--- config.mk ---
export PLATFORM = sky130hd
export DESIGN_NAME = ws2812_frame_arbiter
export DESIGN_NICKNAME = d
export VERILOG_FILES = /design/src/rtl/ws2812_pkg.sv /design/src/rtl/ws2812_rr_pick.sv /design/src/rtl/ws2812_frame_arbiter.sv
export SDC_FILE = /design/constraint.sdc
export NUM_CORES = 1
export LEC_CHECK = 0
export CAP_MARGIN = 20
export CORE_AREA = 2 2 452 454
export DETAILED_ROUTE_END_ITERATION = 10
export DIE_AREA = 0 0 454 456
export GPL_TIMING_DRIVEN = 0
export PLACE_DENSITY_LB_ADDON = 0.25
export SLEW_MARGIN = 5
export SYNTH_ARGS = -nofsm -noshare
export SYNTH_HDL_FRONTEND = slang
export SYNTH_HIERARCHICAL = 1
export SYNTH_SLANG_ARGS = --single-unit
--- constraint.sdc ---
create_clock -name clk -period 44.7 [get_ports clk]
set_input_delay 8.94 -clock clk [delete_from_list [all_inputs] [get_ports clk]]
set_output_delay 8.94 -clock clk [all_outputs]
set_load 0.02 [all_outputs]
--- src/rtl/ws2812_pkg.sv ---
// Shared constants and state encoding for the WS2812 frame arbiter and its helpers.
package ws2812_pkg;

  localparam int PIX_W  = 24;
  localparam int CLK_HZ = 125_000_000;

  // 300 us reset-low latch gap and 16 ms chain watchdog at CLK_HZ
  localparam int DEF_LATCH_CYCLES   = (CLK_HZ / 1_000_000) * 300;
  localparam int DEF_TIMEOUT_CYCLES = (CLK_HZ / 1_000) * 16;

  typedef enum logic [1:0] {
    IDLE  = 2'd0,
    LOAD  = 2'd1,
    SEND  = 2'd2,
    LATCH = 2'd3
  } state_t;

endpackage

--- src/rtl/ws2812_rr_pick.sv ---
// Combinational round-robin picker: first set request at or after rr_ptr, wrapping.
module ws2812_rr_pick #(
  parameter int NUM_REQ = 2,
  parameter int IDX_W   = (NUM_REQ > 1) ? $clog2(NUM_REQ) : 1
) (
  input  logic [NUM_REQ-1:0] req,
  input  logic [IDX_W-1:0]   rr_ptr,
  output logic [NUM_REQ-1:0] onehot,
  output logic [IDX_W-1:0]   idx,
  output logic               any
);

  logic [NUM_REQ-1:0] req_rot;
  int                 j;

  always_comb begin
    onehot  = '0;
    idx     = '0;
    any     = 1'b0;
    req_rot = '0;
    j       = 0;
    for (int k = 0; k < NUM_REQ; k++) begin
      j = int'(rr_ptr) + k;
      if (j >= NUM_REQ) j = j - NUM_REQ;
      req_rot = req >> j;
      if (!any && req_rot[0]) begin
        any    = 1'b1;
        idx    = IDX_W'(j);
        onehot = NUM_REQ'(1) << j;
      end
    end
  end

endmodule

--- src/rtl/ws2812_frame_arbiter.sv ---
// Round-robin arbiter that snapshots one requester's frame and drives a shared ws2812_chain,
// enforcing the latch gap after every frame and a watchdog against a chain that never finishes.
module ws2812_frame_arbiter
  import ws2812_pkg::*;
#(
  parameter int NUM_LEDS       = 16,
  parameter int NUM_REQ        = 2,
  parameter int LATCH_CYCLES   = DEF_LATCH_CYCLES,
  parameter int TIMEOUT_CYCLES = DEF_TIMEOUT_CYCLES
) (
  input  logic                          clk,
  input  logic                          rst,
  input  logic [NUM_REQ-1:0]            req,
  input  logic [NUM_REQ*NUM_LEDS*24-1:0] req_data,
  output logic [NUM_REQ-1:0]            gnt,
  output logic [NUM_REQ-1:0]            frame_ack,
  output logic                          chain_start,
  output logic [NUM_LEDS*24-1:0]        chain_led_data,
  input  logic                          chain_done,
  output logic                          busy,
  output logic                          timeout_err
);

  localparam int FRAME_W = NUM_LEDS * PIX_W;
  localparam int IDX_W   = (NUM_REQ > 1) ? $clog2(NUM_REQ) : 1;

  state_t             state;
  state_t             state_next;
  logic [IDX_W-1:0]   rr_ptr;
  logic [IDX_W-1:0]   win_idx;
  logic [31:0]        cnt;
  logic [NUM_REQ-1:0] pick_onehot;
  logic [IDX_W-1:0]   pick_idx;
  logic               pick_any;
  logic               timeout_hit;
  logic               send_end;
  logic               latch_end;
  logic [FRAME_W-1:0] frames [NUM_REQ];

  genvar gi;
  generate
    for (gi = 0; gi < NUM_REQ; gi++) begin : g_frames
      assign frames[gi] = req_data[gi*FRAME_W +: FRAME_W];
    end
  endgenerate

  ws2812_rr_pick #(
    .NUM_REQ (NUM_REQ),
    .IDX_W   (IDX_W)
  ) u_pick (
    .req    (req),
    .rr_ptr (rr_ptr),
    .onehot (pick_onehot),
    .idx    (pick_idx),
    .any    (pick_any)
  );

  always_ff @(posedge clk or posedge rst) begin
    if (rst) state <= IDLE;
    else     state <= state_next;
  end

  always_comb begin
    state_next  = state;
    timeout_hit = (state == SEND) && (cnt == 32'(TIMEOUT_CYCLES - 1));
    send_end    = (state == SEND) && (chain_done || timeout_hit);
    latch_end   = (state == LATCH) && (cnt == 32'(LATCH_CYCLES - 1));
    case (state)
      IDLE:    if (pick_any) state_next = LOAD;
      LOAD:    state_next = SEND;
      SEND:    if (send_end) state_next = LATCH;
      LATCH:   if (latch_end) state_next = IDLE;
      default: state_next = IDLE;
    endcase
  end

  assign busy = (state != IDLE);

  always_ff @(posedge clk or posedge rst) begin
    if (rst) begin
      gnt            <= '0;
      frame_ack      <= '0;
      chain_start    <= 1'b0;
      chain_led_data <= '0;
      timeout_err    <= 1'b0;
      rr_ptr         <= '0;
      win_idx        <= '0;
      cnt            <= '0;
    end else begin
      frame_ack <= '0;
      case (state)
        IDLE: begin
          if (pick_any) begin
            gnt     <= pick_onehot;
            win_idx <= pick_idx;
          end
        end
        LOAD: begin
          chain_led_data <= frames[win_idx];
          chain_start    <= 1'b1;
          cnt            <= '0;
        end
        SEND: begin
          if (send_end) begin
            chain_start <= 1'b0;
            frame_ack   <= gnt;
            gnt         <= '0;
            rr_ptr      <= (win_idx == IDX_W'(NUM_REQ - 1)) ? '0 : win_idx + 1'b1;
            cnt         <= '0;
            // a real completion in the watchdog's last cycle still counts as success
            if (timeout_hit && !chain_done) timeout_err <= 1'b1;
          end else if (cnt != '1) begin
            cnt <= cnt + 32'd1;
          end
        end
        LATCH: begin
          if (latch_end)      cnt <= '0;
          else if (cnt != '1) cnt <= cnt + 32'd1;
        end
        default: ;
      endcase
    end
  end

endmodule

After elaboration in Yosys (flattened, before gate mapping)

Cells that the tools add are included.

Register bits: 426
Word-level logic and storage cells: 77
Bits of input ports: 773
Output and inout bits: 391

Bitwise logic cells: 1
$lt $le $gt $ge: 3
Multiplexer cells: 27
Add/subtract/negate cells: 5
Shift operators: 4
Reductions and logical operators: 19
Eq/ne operators: 9

Operators with widths:

| kind                                                                | count |
|---|---|
| 2-to-1 mux 384 bit                                                  | 3 |
| 2-to-1 mux 32 bit                                                   | 5 |
| one-hot mux 32 bit (3 select lines)                                 | 1 |
| left shift 1 x 32 -> 2 bit (first input constant)                   | 2 |
| right shift 2 x 32 -> 1 bit                                         | 2 |
| adder 32 x 1 -> 32 bit (second input constant)                      | 1 |
| equality test 32 x 16 -> 1 bit (second input constant)              | 1 |
| equality test 32 x 21 -> 1 bit (second input constant)              | 1 |
| greater-or-equal comparator 32 x 3 -> 1 bit (second input constant) | 1 |
| != test 32 bit (second input constant)                              | 1 |
| subtractor 32 x 3 -> 32 bit (second input constant)                 | 1 |
| 2-to-1 mux 2 bit                                                    | 9 |
| AND reduction 3 bit                                                 | 3 |
| one-hot mux 2 bit (4 select lines)                                  | 1 |
| 2-to-1 mux 1 bit                                                    | 6 |
| != test 2 bit (second input constant)                               | 3 |
| AND reduction 2 bit                                                 | 3 |
| nonzero test 2 bit                                                  | 3 |
| logical AND 1 bit                                                   | 5 |
| equality test 2 bit (second input constant)                         | 2 |
| one-hot mux 2 bit (2 select lines)                                  | 1 |
| nonzero test 3 bit                                                  | 1 |
| subtractor 1 x 2 -> 3 bit (second input constant)                   | 1 |
| adder 1 x 1 -> 2 bit (second input constant)                        | 1 |
| 9 further kinds                                                     | 10 |

Logic depth before layout (Yosys ltp)

Gate-level depths: netlist (run 1).

Word-level depth: 9
Gate-level depth with buffers: 12
Gate-level depth less buffers: 8

Hierarchy

Netlist (run 1), hierarchy kept.

By module, submodules not included:

| module               | cells an instance | times used | area each (sq um) |
|---|---|---|---|
| ws2812_frame_arbiter | 1941              | 1          | 19850.3 |
| ws2812_rr_pick       | 5                 | 1          | 32.5 |

Worst setup path before layout (run 1)

OpenSTA, ideal clock, no wires.

Kind: input to register
Start: input chain_done
End: register cnt[11]
Data arrival time: 9.980 ns
Cell stages on the path: 8
Slack: 34.625 ns
Library setup time: 0.095 ns
Cells stage by stage: inv_1 > o31a_1 > buf_6 > a21oi_4 > or2_0 > buf_2 > buf_4 > o31ai_1

Cells in the longest elaborated chain, start to end: 4

RTL lines:

| what                                | RTL line                    | source |
|---|---|---|
| from (decl)                         | ws2812_frame_arbiter.sv:19  | `input logic chain_done,` |
| logical OR 1 bit                    | ws2812_frame_arbiter.sv:66  | `send_end = (state == SEND) && (chain_done \|\| timeout_hit);` |
| logical AND 1 bit                   | ws2812_frame_arbiter.sv:66  |  |
| 2-to-1 mux 32 bit                   | ws2812_frame_arbiter.sv:104 | `if (send_end) begin` |
| one-hot mux 32 bit (3 select lines) | ws2812_frame_arbiter.sv:91  | `case (state)` |
| to (signal assigned)                | ws2812_frame_arbiter.sv:113 | `cnt <= cnt + 32'd1;` |
| to (signal assigned)                | ws2812_frame_arbiter.sv:118 | `else if (cnt != '1) cnt <= cnt + 32'd1;` |
| to (decl)                           | ws2812_frame_arbiter.sv:31  | `logic [31:0] cnt;` |

Every way passes these cells.
A chain may end at the register's enable or synchronous reset.

Worst setup path in the final report (run 1)

Start: register state[0]
End: output busy

Cells in the longest elaborated chain, start to end: 1

RTL lines:

| what                   | RTL line                   | source |
|---|---|---|
| from (decl)            | ws2812_frame_arbiter.sv:27 | `state_t state;` |
| from (signal assigned) | ws2812_frame_arbiter.sv:60 | `else state <= state_next;` |
| nonzero test 2 bit     | ws2812_frame_arbiter.sv:77 | `assign busy = (state != IDLE);` |
| to (decl)              | ws2812_frame_arbiter.sv:20 | `output logic busy,` |

Every way passes these cells.

==> metrics, run 1 <==
synthesis warning total=6; CTS Buf Count=61; vias in the first global route=21100; Final Cycle Share=25.0%; CP max FO=5; Overflow after GRT=0; worst reg2reg setup slack=roughly 40 ns; DR iter-0 viols=1322; CTS tree=done; Reg-to-Reg Start=state[1]; post-route minimum period=between 10 and 15 ns; row count=between 150 and 200; clk sinks=roughly 430; first-pass GRT wire length=205 mm; Post-Synthesis Cells=between 1500 and 2000; HP Start=chain_led_data[45]; leakage=around 15 nW; Req. time, crit path=roughly 36 ns; RSZ-0062 raised after global routing=no; initial antenna violation count=69; Async SR Flop Fraction=100%; Mapped Nets=2725; CTS max path bufs=3; gpl congestion=~0.99; Slew Limit Fails=0; Synth top cells by count=dfrtp_1 (426), nor2_1 (401), a21oi_1 (391), mux2i_1 (391), clkbuf_1 (100); Slew Limit Headroom=about a quarter; Slew @ Worst Pin=approximately 1.1 ns; H-tree levels=2; PostCTS Resize Cnt=0; Critical Path AT=2.24 ns; HPWL Detailed=135 mm; full die area=between 200000 and 250000 um^2; most frequent cell after synthesis=dfrtp_1; Root Driver=clkbuf_16; mapped cell area=19900 um^2; Max Cap Viol=0; status=finished, final reports clean; fmax=just under 90 MHz; Nets=around 4000; largest net degree at the start of global routing=between 100 and 150; Port Buffers=approximately 1200; post-CTS setup buffers=0; Die X=approximately 450 um; Top FF cell, synth=dfrtp_1; cell count after placement=roughly 5800; number of setup violations in the final report=0; Die H=around 460 um; Worst Skew=0.0424 ns; Post-Route WL=around 160 mm; Area contributors post-synth=dfrtp_1 (54%), mux2i_1 (20%), a21oi_1 (9.8%); Max IR drop VDD=0.0000307 V; ANT nets after route=0; drt drc=0; startpoint types=register; drt first pass iters=5; fin cells=5918; hold buffer count at CTS=0; Area Overhead vs Synth=87.7%; setup tns final=0 ns; area leader, netlist=dfrtp_1; Final Hold Viols=0; routed vias/inst=3.49; vias=about 21000; WL/cell=27.0 um; Synth cell types=54; Total Power=~2.7 mW; HP Class=register to register; crit path launch=state[0]; Seq/Total Area, Yosys=between 50% and 60%; starting density of the core=about a tenth; Placement Setup Slack=~34 ns; EDFF count, synth=0; crit path kind=register to primary output; I/O pin total=roughly 1200; clk_lat worst skew=0.70 ns; Yosys top cell area share=between 50% and 60%; Critical Path Sink Type=primary output; Yosys reg bits=426; share of cells above drive strength 1=4.42%; All-Layer GR Usage=14.8%; synthesized area per cell=slightly above 10 um^2; power density cells=just over 70 nW/um^2; CTS clk-pin slew, worst paths=0.06 ns; final worst slack=~34 ns; Core Box Area=202000 um^2
-- power by group --
part           total, mW  internal, mW  switching [mW]
sequential         0.671         0.562           0.109
combinational       1.46         0.583           0.880
clock              0.520         0.309           0.211
-- worst paths after layout --
check / endpoint / cells after the start
max in group asynchronous: cnt[5] / 4
max reg2reg: chain_led_data[115] / 7
min in group asynchronous: chain_led_data[231] / 2
min reg2reg: chain_led_data[45] / 2
max: busy / 4
min: chain_led_data[45] / 2
-- registers in the layout, indices dropped and copies added, names as in the netlist --
signal,cells
chain_led_data,384
cnt,32
frame_ack,2
gnt,2
state,2
chain_start,1
rr_ptr,1
timeout_err,1
win_idx,1
-- through the flow --
step	hold slack (ns)	utilization, %	instance area (um^2)
final	0.520	18.5	37300
after global routing	0.536	18.5	37300
after CTS	0.519	18.5	37300
after detailed placement	0.508	17.4	35200
after global placement	0.504	17.3	34900
after floorplan	0.467	-	19900
-- per-layer routing --
metal  vias to the layer above  share of wire, %  global-route usage [%]  routed length, um
met1                     10200                36                    15.9              57900
met4                        28               3.0                    4.21               4800
li1                       9333                 -                       -                  -
met5                         -              0.11                       0                183
met3                       222               7.4                    4.17              11700
met2                       898                53                    27.9              85000
-- critical path, cell delays in order, from the launching register on --
cell             delay, ns
dfrtp_1               0.37
inv_1                 0.10
ha_1                  0.24
inv_1                 0.15
clkdlybuf4s50_1       0.68
-- placed cells by master (no fill, tap or decap), types with 5 or more instances in the layout --
| master | count |
|---|---|
| nand2_1 | 22 |
| mux2i_1 | 391 |
| clkbuf_8 | 18 |
| nand3_1 | 17 |
| and4_1 | 7 |
| and3_1 | 10 |
| clkbuf_16 | 61 |
| buf_1 | 34 |
| o31ai_1 | 12 |
| nor4_1 | 6 |
| clkdlybuf4s50_1 | 1163 |
| nand4_1 | 12 |
| dfrtp_1 | 426 |
| o22ai_1 | 5 |
| bufinv_16 | 5 |
| clkbuf_2 | 5 |
| buf_2 | 8 |
| buf_16 | 6 |
| inv_1 | 13 |
| o21ai_0 | 10 |
| nor2_1 | 401 |
| clkinv_2 | 9 |
| buf_8 | 7 |
| buf_6 | 6 |
| clkbuf_1 | 106 |
| a21oi_1 | 391 |
| nor3_1 | 11 |
| ha_1 | 6 |
| diode_2 | 10 |
| o211ai_1 | 9 |
-- layout make-up --
cell class | instances | area, um^2
Fill cell | 22300 | 164000
Timing Repair Buffer | 1179 | 11900
Sequential cell | 426 | 10700
Multi-Input combinational cell | 1359 | 8580
Tap cell | 2672 | 3340
Clock buffer | 90 | 1820
Buffer | 147 | 598
Clock inverter | 21 | 298
Inverter | 14 | 60.1
Antenna cell | 10 | 25.0
-- cells by family (layout without fill, tap and decap cells) --
logic type	after synthesis	in the layout	synth area share, %
AOI/OAI and AO/OA	454	454	12.3
adders and majority gates	6	6	0.378
buffers and inverters	161	1451	3.24
DFF	426	426	53.6
muxes	393	393	19.8
other	0	10	0
and+or+nand+nor	506	506	10.7
(Power assumes the default switching activity.)
==> inputs of run 2 (changes only) <==
clock period = 10.6 ns   (was 44.7 ns; I/O delays follow)
==> run 2 against run 1 <==
Via count down 0.82%. Core utilization up 0.072 points. Clock-buffer cell count down 14. Power rose to 4.2 times the previous value. Non-clock buffer count up 11. Global-route usage down 0.096 points. Combinational power rose to 4.2 times the previous value. Setup slack worse by 27 ns. Sequential share of layout area down 0.11 points. Die area unchanged. Wire length down 0.81%. Critical endpoint unchanged. Largest cell class unchanged. Highest routed layer unchanged.
==> metrics, run 2 (synthesis gave the netlist of run 1 again) <==
Worst path max stage delay=0.66 ns (was 0.68 ns); CTS Buf Count=59 (was 61); vias in the first global route=21000 (was 21100); share of cells above drive strength 1=4.66% (was 4.42%); Die X=454 um (unchanged); first-pass GRT wire length=204 mm (was 205 mm); Post-Route WL=158 mm (was 160 mm); FF-to-FF path depth=7 (unchanged); Critical Path Sink Type=primary output (unchanged); Post-DP Area=35400 um^2 (was 35200 um^2); crit path kind=register to primary output (unchanged); Final Cycle Share=slightly above 40%; Max Cap Viol=0 (unchanged); max reg flops=384 (unchanged); Finished Cell Area=37500 um^2 (was 37300 um^2); power density cells=298 nW/um^2 (was 71.1 nW/um^2); HP Class=register to register (unchanged); drt drc=0 (unchanged); vias=20500 (was 20700); I/O pin total=1164 (unchanged); cell count after placement=5808 (was 5797); met1 Usage GRT=16.0% (was 15.9%); DR iter-0 viols=1203 (was 1322); largest register by flop count=chain_led_data (unchanged); largest net degree at the start of global routing=36 (was 102); gpl congestion=1.02 (was 0.987); r2r endpoint=chain_led_data[226] (was chain_led_data[115]); full die area=207000 um^2 (unchanged); Area Overhead vs Synth=88.4% (was 87.7%); CTS tree=done (unchanged); met2 usage=28.1% (was 27.9%); critical-path cell list=inv_1 -> ha_1 -> inv_1 -> clkdlybuf4s50_1 (unchanged); PostCTS Resize Cnt=0 (unchanged); hold buffer count at CTS=0 (unchanged); number of setup violations in the final report=0 (unchanged); Overflow after GRT=0 (unchanged); leakage=14.7 nW (was 14.6 nW); starting density of the core=9.86% (unchanged); HP Start=chain_start (was chain_led_data[45]); Core Box Area=202000 um^2 (unchanged); clk sinks=426 (unchanged); Slew Limit Headroom=25.8% (was 26.7%); Slew Limit Fails=0 (unchanged); Slew @ Worst Pin=1.11 ns (was 1.10 ns); post-route minimum period=approximately 4.3 ns; routed vias/inst=3.46 (was 3.49); post-CTS setup buffers=0 (unchanged); Worst path most repeated cell=inv_1 (unchanged); Worst Skew=0.0224 ns (was 0.0424 ns); fin cells=5926 (was 5918); H-tree levels=2 (unchanged); met3 Use GR=3.54% (was 4.17%); hold path cells=2 (unchanged); Die H=456 um (unchanged); Root Driver=clkbuf_16 (unchanged); Port Buffers=1163 (unchanged); Final Hold Viols=0 (unchanged); Total Power=11.2 mW (was 2.65 mW); CP max-delay cell=clkdlybuf4s50_1 (unchanged); worst path bufs/invs=3 (unchanged); CP max FO=5 (unchanged); row count=165 (unchanged); Max IR drop VDD=0.000120 V (was 0.0000307 V); clk_lat worst skew=0.68 ns (was 0.70 ns); ANT nets after route=0 (unchanged); CTS max path bufs=3 (unchanged); commonest non-fill, non-tap cells in the layout=clkdlybuf4s50_1 (1163), dfrtp_1 (426), nor2_1 (401) (unchanged); RSZ-0062 raised after global routing=no (unchanged); Critical Path AT=2.22 ns (was 2.24 ns); CTS clk-pin slew, worst paths=0.06 ns (about the same); WHS Endpoint=chain_start (was chain_led_data[45]); startpoint types=register (unchanged); biggest registers after layout=chain_led_data x384, cnt x32 (unchanged); Reg-to-Reg Start=state[1] (unchanged); Final Util=18.6% (was 18.5%); All-Layer GR Usage=14.7% (was 14.8%); initial antenna violation count=70 (was 69); CP Depth=4 (unchanged); Req. time, crit path=8.48 ns (was 35.76 ns); fmax=about 230 MHz; Nets=3976 (was 3967); gr busiest metal=met2 (unchanged); drt first pass iters=5 (unchanged); WL/cell=26.7 um (was 27.0 um); status=finished, final reports clean (unchanged); commonest non-fill, non-tap cell in the layout=clkdlybuf4s50_1 (unchanged); cell family with most CP delay=buffers and inverters (unchanged); HPWL Detailed=135 mm (about the same); worst reg2reg setup slack=6.62 ns (was 41.23 ns)
-- run 2: changes by cell type in the layout (fill, tap and decap cells not counted), moves of 3 or more --
cell / before / now
buf_12: 0 / 14
clkbuf_8: 18 / 6
bufinv_16: 5 / 10
clkinv_2: 9 / 13
diode_2: 10 / 14
buf_16: 6 / 3
-- run 2: worst max-delay path by stage --
stage / end / from / slack, ns
after floorplan: chain_led_data[0] / rst / 2.73
after global placement: chain_led_data[115] / rst / -1.98
after detailed placement: chain_led_data[370] / rst / 6.14
after CTS: busy / state[0] / 6.14
after global routing: busy / state[0] / 6.12
final: busy / state[0] / 6.26
-- run 2: per-stage QoR --
step / TNS, ns / hold WS, ns / setup WS [ns]
floorplan: 0 / 0.467 / 2.73
global placement: -735.92 / 0.496 / -1.98
detailed placement: 0 / 0.503 / 6.14
CTS: 0 / 0.517 / 6.14
global route: 0 / 0.540 / 6.12
finish: 0 / 0.509 / 6.26
-- run 2: per-layer routing --
metal / vias to the layer above / wire length [um] / part of all wire [%]
met5: - / 125 / 0.079
met4: 18 / 4450 / 2.8
met3: 223 / 10800 / 6.8
met2: 870 / 85300 / 54
met1: 10000 / 57600 / 36
li1: 9355 / - / -
-- run 2: power by group --
part           leakage (nW)  internal, mW  switching [mW]
combinational          8.92          2.47            3.68
sequential             4.73          2.37           0.451
clock                  1.01          1.32           0.865
-- run 2: layout make-up --
class,count,area (um^2)
fill,22300,164000
timing repair buffer,1190,12100
sequential,426,10700
multi-input combinational,1359,8580
tap,2672,3340
clock buffer,76,1640
buffer,147,599
clock inverter,28,407
inverter,14,56.3
antenna,14,35.0
-- run 2: worst register-to-register path: cells and delay by family (launching register included) --
family                   cells  cell delay, ns
AO/OA/AOI/OAI                1            0.16
adder cells (fa/ha/maj)      1            0.15
buffers and inverters        5            3.08
flip-flops                   1            0.41
